### config.mk
export PLATFORM = sky130hd
export DESIGN_NAME = cpu_control_unit
export DESIGN_NICKNAME = d
export VERILOG_FILES = /design/src/rtl/cpu_control_unit.sv
export SDC_FILE = /design/constraint.sdc
export NUM_CORES = 1
export LEC_CHECK = 0
export ABC_CLOCK_PERIOD_IN_PS = 800
export BUFFER_PORTS_ARGS = -buffer_cell sky130_fd_sc_hd__buf_2
export CAP_MARGIN = 20
export CELL_PAD_IN_SITES_DETAIL_PLACEMENT = 0
export CELL_PAD_IN_SITES_GLOBAL_PLACEMENT = 1
export CORE_ASPECT_RATIO = 0.7
export CORE_MARGIN = 2
export CORE_UTILIZATION = 21
export DETAILED_ROUTE_END_ITERATION = 16
export PLACE_DENSITY_LB_ADDON = 0.2
export SETUP_SLACK_MARGIN = 0.2
export SLEW_MARGIN = 5
export SYNTH_ARGS = -nofsm -noshare
export SYNTH_HDL_FRONTEND = slang
export SYNTH_SLANG_ARGS = --single-unit
### constraint.sdc
create_clock -name clk -period 0.8 [get_ports clk]
set_clock_uncertainty 0.2 [all_clocks]
set_input_delay 0.08 -clock clk [delete_from_list [all_inputs] [get_ports clk]]
set_output_delay 0.08 -clock clk [all_outputs]
set_load 0.02 [all_outputs]
### src/rtl/cpu_control_unit.sv
// Main decoder for the MiniMicro datapath: decodes the opcode (plus ALU flags for the
// conditional moves) into registered control strobes with one cycle of latency.
module cpu_control_unit #(
    parameter int unsigned word_size   = 32,
    parameter int unsigned opcode_size = 5
) (
    input  logic                   clk,
    input  logic                   rst,
    input  logic [word_size-1:0]   instruction,
    input  logic [3:0]             flags,
    output logic                   mem_to_reg,
    output logic                   mem_write,
    output logic                   reg_write,
    output logic [opcode_size-1:0] alu_ctrl,
    output logic                   alu_src,
    output logic                   imm_src
);

    localparam logic [opcode_size-1:0] OpNop   = opcode_size'(5'b00000);
    localparam logic [opcode_size-1:0] OpRegLo = opcode_size'(5'b00001);
    localparam logic [opcode_size-1:0] OpRegHi = opcode_size'(5'b01111);
    localparam logic [opcode_size-1:0] OpAddi  = opcode_size'(5'b10000);
    localparam logic [opcode_size-1:0] OpSubi  = opcode_size'(5'b10001);
    localparam logic [opcode_size-1:0] OpCmp   = opcode_size'(5'b10010);
    localparam logic [opcode_size-1:0] OpLoad  = opcode_size'(5'b10011);
    localparam logic [opcode_size-1:0] OpStore = opcode_size'(5'b10100);
    localparam logic [opcode_size-1:0] OpMovz  = opcode_size'(5'b11000);
    localparam logic [opcode_size-1:0] OpMovnz = opcode_size'(5'b11001);
    localparam logic [opcode_size-1:0] OpMovn  = opcode_size'(5'b11010);
    localparam logic [opcode_size-1:0] OpMovc  = opcode_size'(5'b11011);

    localparam logic [opcode_size-1:0] AluPassB = opcode_size'(5'b00000);
    localparam logic [opcode_size-1:0] AluAdd   = opcode_size'(5'b00110);
    localparam logic [opcode_size-1:0] AluSub   = opcode_size'(5'b00111);

    logic [opcode_size-1:0] op;
    logic                   flag_n, flag_z, flag_c;

    assign op     = instruction[word_size-1 -: opcode_size];
    assign flag_n = flags[3];
    assign flag_z = flags[2];
    assign flag_c = flags[1];

    // Operand fields and the V flag are routed by the datapath, not decoded here.
    logic unused_fields;
    assign unused_fields = ^{instruction[word_size-opcode_size-1:0], flags[0]};

    logic                   mem_to_reg_d, mem_write_d, reg_write_d, alu_src_d, imm_src_d;
    logic [opcode_size-1:0] alu_ctrl_d;
    logic                   mov_cond;

    always_comb begin
        mem_to_reg_d = 1'b0;
        mem_write_d  = 1'b0;
        reg_write_d  = 1'b0;
        alu_src_d    = 1'b0;
        imm_src_d    = 1'b0;
        alu_ctrl_d   = AluPassB;
        mov_cond     = 1'b0;
        case (op) inside
            OpNop: ;
            [OpRegLo:OpRegHi]: begin
                reg_write_d = 1'b1;
                alu_ctrl_d  = op;
            end
            OpAddi, OpSubi: begin
                reg_write_d = 1'b1;
                alu_src_d   = 1'b1;
                imm_src_d   = 1'b1;
                alu_ctrl_d  = (op == OpAddi) ? AluAdd : AluSub;
            end
            OpCmp: alu_ctrl_d = AluSub;
            OpLoad: begin
                mem_to_reg_d = 1'b1;
                reg_write_d  = 1'b1;
                alu_src_d    = 1'b1;
                alu_ctrl_d   = AluAdd;
            end
            OpStore: begin
                mem_write_d = 1'b1;
                alu_src_d   = 1'b1;
                alu_ctrl_d  = AluAdd;
            end
            OpMovz, OpMovnz, OpMovn, OpMovc: begin
                case (op)
                    OpMovz:  mov_cond = flag_z;
                    OpMovnz: mov_cond = !flag_z;
                    OpMovn:  mov_cond = flag_n;
                    default: mov_cond = flag_c;
                endcase
                // A failed condition decodes as NOP; pass-B with alu_src=0 is all-zero anyway.
                reg_write_d = mov_cond;
            end
            // Reserved opcodes and unknown bits fall through to NOP.
            default: ;
        endcase
    end

    always_ff @(posedge clk or negedge rst) begin
        if (!rst) begin
            mem_to_reg <= 1'b0;
            mem_write  <= 1'b0;
            reg_write  <= 1'b0;
            alu_ctrl   <= '0;
            alu_src    <= 1'b0;
            imm_src    <= 1'b0;
        end else begin
            mem_to_reg <= mem_to_reg_d;
            mem_write  <= mem_write_d;
            reg_write  <= reg_write_d;
            alu_ctrl   <= alu_ctrl_d;
            alu_src    <= alu_src_d;
            imm_src    <= imm_src_d;
        end
    end

endmodule

==> summary.txt, run 1 <==
Critical path
  – CP peak stage delay: 0.38 ns
  – Worst EP required: 0.52 ns
  – Top cell family by delay on the critical path: flip-flops
  – Crit end category: primary output
  – Startpoint types: flip-flop
  – Buf/Inv on CP: 1
  – Crit Path Max Fanout: 1
  – CP Cell Sequence: buf_6
  – Critical Path AT: 0.78 ns
  – Crit path max-delay cell type: dfrtp_1
  – Setup CP Type: flip-flop to primary output

Logic synthesis
  – Largest family of logic cells by synthesized area: simple AND/OR/NAND/NOR gates
  – Post-Synth Adder-Cell Area: 0%
  – YS warnings: 0
  – Synth Area in XOR/XNOR: around 2.0%
  – Synthesized area per cell: 11.6 sq um
  – Syn nets: 76
  – Syn Inst Count: 38
  – Yosys cell types: 21
  – Yosys reg bits: 10
  – Synth Area in Simple Gates: roughly 16%
  – Mux share of post-synthesis cell area: ~4.8%
  – Synth Area in Compound Gates: 13.0%
  – Post-Syn Area: 442 sq um
  – Register area share after synthesis: 56.7%

Timing
  – Hold Slack: -0.545 ns
  – Fin crit share: 133%
  – RSZ-0062 raised after global routing: true
  – Max Clk Rate: 0.940 GHz
  – Final setup fails: 11
  – Tmin final: 1.06 ns
  – Max-slew violations: 0
  – Post-route setup slack: -0.264 ns
  – Final hold vios: 19

Place
  – Port buffer count: 19
  – GPL Wtd Cong: 0.686
  – Pre-CTS setup slack: -0.352 ns
  – DP HPWL: about 750 um

Power and ir drop
  – Leakage: 0.420 nW
  – Pwr dens: between 1000 and 1500 nW/um^2
  – Overall power: around 0.0013 W
  – Peak supply drop: 0.406 mV

Layout
  – Inserted Diodes: 0
  – Number of fill cells: 170
  – Most flop-heavy register: alu_ctrl
  – Fin nets: 110
  – Largest register FFs: 5
  – Share of cells above drive strength 1: 70.4%
  – Synth-to-layout area growth: 104%

Clocking
  – Cts bufs inserted: 3
  – H-tree Lvls: 1
  – Clock-pin slew on the worst setup and hold paths: 0.07 ns
  – Clock Path Buffers: 2
  – CTS Root Cell: clkbuf_4
  – CTS tree: done
  – Clock sink count: 10

Floorplanning
  – Die Footprint: 2490 sq um
  – Row count: 13
  – Core area: 1920 sq um
  – Die height: ~42 um
  – Die W: roughly 59 um
  – I/O pin cnt: between 40 and 50
  – Initial Util: between 20% and 30%

Drt
  – WL final: 1.09 mm
  – Per-cell routed wire length: 11.7 um
  – Number of vias per cell: 4.32
  – Vias: 402
  – DR pass1 iterations: 10
  – Initial DRC Count: 10
  – DRC viols: 4
  – Antenna-violating nets left: 0

GRT
  – Initial antenna violation count: 0
  – First-pass GRT wire length: 1.65 mm
  – Tot GR Track Use: 9.39%
  – Vias in the first global route: 376
  – Overflow after GRT: 0
  – Largest net degree at the start of global routing: 11

Outcome
  – Status: finished, violations left
  – Failing checks: DRC, hold timing, setup timing

Job
  – Max cap viols: 0

Min path
  – Hold WC Path Type: input port to async pin
worst max-delay path by stage:
stage	startpoint	endpoint	slack [ns]	cells past startpoint
global placement	instruction[28]	reg_write	-0.34	4
floorplan	instruction[31]	reg_write	-0.27	4
finish	reg_write	reg_write	-0.26	1
detailed placement	instruction[28]	reg_write	-0.35	4
global route	alu_ctrl[3]	alu_ctrl[3]	-0.29	1
CTS	reg_write	reg_write	-0.26	1
cells by family (layout without fill, tap and decap cells):
group           after synthesis  after routing
simple gates                 11             11
flops                        10             10
compound gates                8              8
buf+inv                       5             38
mux                           2              2
other cells                   1              1
xor+xnor                      1              1
timing repair:
action,4_1_cts,5_1_grt
setup buffers,1,4
pin swaps,4,3
cloned,0,0
resized for setup,42,14
hold endpoints to repair,18,19
endpoints found under the setup margin,18,17
per-stage QoR:
stage / std cells / setup TNS (ns) / hold slack, ns / area, sq um / util, %
global placement: 84 / -1.95 / -0.252 / 618 / 32.2
floorplan: 38 / -0.378 / -0.416 / 465 / -
global route: 93 / -2.84 / -0.529 / 900 / 46.9
detailed placement: 84 / -1.88 / -0.250 / 618 / 32.2
CTS: 89 / -2.60 / -0.542 / 811 / 42.2
finish: 93 / -2.52 / -0.545 / 900 / 46.9
placed cells by master, fill, tap and decap left out, types with 2 or more instances in the layout:
master    count
buf_4         3
buf_12        2
dfrtp_1      10
a211oi_2      2
buf_8         3
buf_2         4
nor2b_4       2
o21ai_1       2
buf_6        19
inv_2         2
clkbuf_4      3
Yosys cell counts:
cell type  instances  share of area (%)
dfrtp_1           10                 57
inv_1              3                2.5
nor2b_1            3                4.2
o21ai_0            3                3.4
nand2b_1           2                2.8
nor4_1             2                2.8
a211oi_1           1                1.7
a211oi_2           1                2.8
a21oi_1            1                1.1
a311oi_1           1                2.0
and2_1             1                1.4
buf_4              1                1.7
buf_6              1                2.5
conb_1             1               0.85
mux2_1             1                2.5
mux2i_1            1                2.3
nand2_1            1               0.85
nor3_1             1                1.1
o32ai_1            1                2.0
or3_4              1                2.5
xor2_1             1                2.0
power by group:
part           internal, W  switching, W  total [W]  leakage [nW]
Combinational     0.000196      0.000153   0.000350         0.272
Sequential        0.000533     0.0000121   0.000545         0.128
Clock             0.000276      0.000178   0.000454        0.0210
metal layers:
metal	part of all wire (%)	track usage, %
met3	7.0	2.78
met1	44	11.9
met2	45	12.0
met4	3.6	9.55
met5	0	0
area by class of cell:
cell class | instances | area (sq um) | area share, %
clock buffers | 4 | 36.3 | 4.03
inverters | 3 | 13.8 | 1.53
multi-input cells | 23 | 230 | 25.6
flip-flops and latches | 10 | 250 | 27.8
well taps | 22 | 27.5 | 3.06
repair buffers | 31 | 342 | 38.0
(Power assumes the default switching activity.)
==> run 2: changes to the inputs <==
--- a/config.mk
+++ b/config.mk
@@ -15,7 +15,6 @@
 export CORE_UTILIZATION = 21
 export DETAILED_ROUTE_END_ITERATION = 16
 export PLACE_DENSITY_LB_ADDON = 0.2
-export SETUP_SLACK_MARGIN = 0.2
 export SLEW_MARGIN = 5
 export SYNTH_ARGS = -nofsm -noshare
 export SYNTH_HDL_FRONTEND = slang
==> run 2 against run 1 <==
Compared with the run above:
- the run still ends with DRC, hold timing, setup timing left
- via count shrank 3.0%
- maximum frequency up 0.18%
- sequential share of layout area rose by 3.8 points
- largest cell class unchanged
==> summary.txt, run 2 (synthesis gave the netlist of run 1 again) <==
Timing
  – Tmin final: 1.06 ns (-0.00194 ns)
  – Max Clk Rate: 0.941 GHz (+0.18%)
  – Max-slew violations: 0 (unchanged)
  – Final hold vios: 12 (-7)
  – Post-route setup slack: -0.262 ns (+0.00194 ns)
  – Fin crit share: 133% (-0.24 points)
  – Final setup fails: 11 (unchanged)
  – Hold Slack: -0.106 ns (+0.439 ns)
  – RSZ-0062 raised after global routing: true

Layout
  – Inserted Diodes: 0 (unchanged)
  – Area occupied by multi-input gates: 203 sq um (-12%)
  – Number of fill cells: 202 (+19%)
  – Commonest non-fill, non-tap cell in the layout: buf_6
  – Most flop-heavy register: alu_ctrl
  – Register area: 250 sq um (unchanged)
  – Largest register FFs: 5 (unchanged)
  – Post-route insts no fill: 92 (-1.1%)
  – Share of cells above drive strength 1: 60.0% (-10 points)
  – Most frequent cells in the layout: 13 x buf_6, 10 x dfrtp_1, 10 x buf_4
  – Post-Route Utilization: 41.2% (-5.7 points)
  – Fin nets: 110 (unchanged)
  – Synth-to-layout area growth: 79.0%

Power and ir drop
  – Leakage: 0.391 nW (-6.9%)
  – Peak supply drop: 0.342 mV (-16%)
  – Pwr dens: 1500 nW/um^2 (about the same)
  – Overall power: 0.00119 W (-12%)

Critical path
  – Crit end category: primary output
  – Top cell family by delay on the critical path: flip-flops
  – Crit Path Max Fanout: 1 (unchanged)
  – Startpoint types: flip-flop
  – Crit path max-delay cell type: dfrtp_1
  – Critical Path AT: 0.78 ns (about the same)
  – Buf/Inv on CP: 1 (unchanged)
  – CP peak stage delay: 0.38 ns (about the same)
  – CP Cell Sequence: buf_6
  – Setup CP Type: flip-flop to primary output
  – Worst EP required: 0.52 ns (about the same)

Clocking
  – Clock-pin slew on the worst setup and hold paths: 0.07 ns (about the same)
  – Clock sink count: 10 (unchanged)
  – Clock Path Buffers: 2 (unchanged)
  – CTS tree: done
  – CTS Root Cell: clkbuf_4
  – CTS Hold Bufs: 1
  – H-tree Lvls: 1 (unchanged)
  – Cts bufs inserted: 3 (unchanged)

GRT
  – First-pass GRT wire length: 1.70 mm (+3.3%)
  – Largest net degree at the start of global routing: 11 (unchanged)
  – Overflow after GRT: 0 (unchanged)
  – Tot GR Track Use: 9.12% (-0.27 points)
  – Initial antenna violation count: 0 (unchanged)
  – Vias in the first global route: 374 (-0.53%)

Drt
  – DR pass1 iterations: 10 (unchanged)
  – Per-cell routed wire length: 10.8 um (-7.6%)
  – Initial DRC Count: 5 (-5)
  – DRC viols: 4 (unchanged)
  – Vias: 390 (-3.0%)
  – Number of vias per cell: 4.24 (-1.9%)
  – Antenna-violating nets left: 0 (unchanged)
  – WL final: 992 um (-8.6%)

Floorplanning
  – Initial Util: 23.0% (unchanged)
  – Die Footprint: 2490 sq um (unchanged)
  – Core area: 1920 sq um (unchanged)
  – Row count: 13 (unchanged)
  – Die height: 42.4 um (unchanged)
  – I/O pin cnt: 48 (unchanged)
  – Die W: 58.8 um (unchanged)

Place
  – GPL Wtd Cong: 0.694 (+1.0%)
  – DP HPWL: 757 um (+0.89%)
  – Dpl cells: 87 (+3.6%)
  – Port buffer count: 19 (unchanged)

Outcome
  – Failing checks: DRC, hold timing, setup timing
  – Status: finished, violations left

Min path
  – Hold WC Path Type: input port to flip-flop

Job
  – Max cap viols: 0 (unchanged)
-- run 2: cell count changes in the layout (fill, tap and decap cells not counted), moves of 2 or more --
cell    change
buf_12      -2
buf_2       +2
buf_4       +7
buf_6       -6
buf_8       -2
inv_1       +3
inv_2       -2
nor4_1      +2
-- run 2: layer usage --
layer | routed length [um] | GRT usage [%]
met5 | 0 | 0
met4 | 21 | 4.09
met3 | 68 | 3.40
met2 | 445 | 13.1
met1 | 456 | 12.0
-- run 2: area by class of cell --
| cell class | count | share of cell area (%) |
|---|---|---|
| Multi-Input combinational cell | 23 | 25.6 |
| Tap cell | 22 | 3.48 |
| Inverter | 3 | 1.42 |
| Clock buffer | 3 | 2.85 |
| Sequential cell | 10 | 31.6 |
| Timing Repair Buffer | 31 | 35.0 |
-- run 2: worst paths after layout --
kind | end | startpoint | cells after the start
setup / recovery | alu_src | alu_src | 1
min in group asynchronous | alu_ctrl[0] | rst | 2
hold / removal | imm_src | instruction[28] | 3
max in group asynchronous | alu_ctrl[4] | rst | 2
-- run 2: what timing repair did --
item	4_1_cts	5_1_grt
pin swaps	2	3
endpoints found under the hold margin	17	7
endpoints found under the setup margin	13	14
setup buffers	1	0
gates resized for setup	27	9
-- run 2: metrics by stage --
stage	setup WS (ns)	setup TNS [ns]	area [sq um]
after floorplan	-0.266	-0.378	465
after global placement	-0.338	-1.98	628
after detailed placement	-0.354	-1.94	628
after CTS	-0.265	-2.51	761
after global routing	-0.289	-2.79	791
final	-0.262	-2.51	791
-- run 2: power by group --
part / leakage (nW) / internal, W / switching, W
combinational: 0.250 / 0.000163 / 0.000132
sequential: 0.128 / 0.000533 / 0.0000119
clock: 0.0138 / 0.000174 / 0.000173
total: 0.391 / 0.000869 / 0.000316
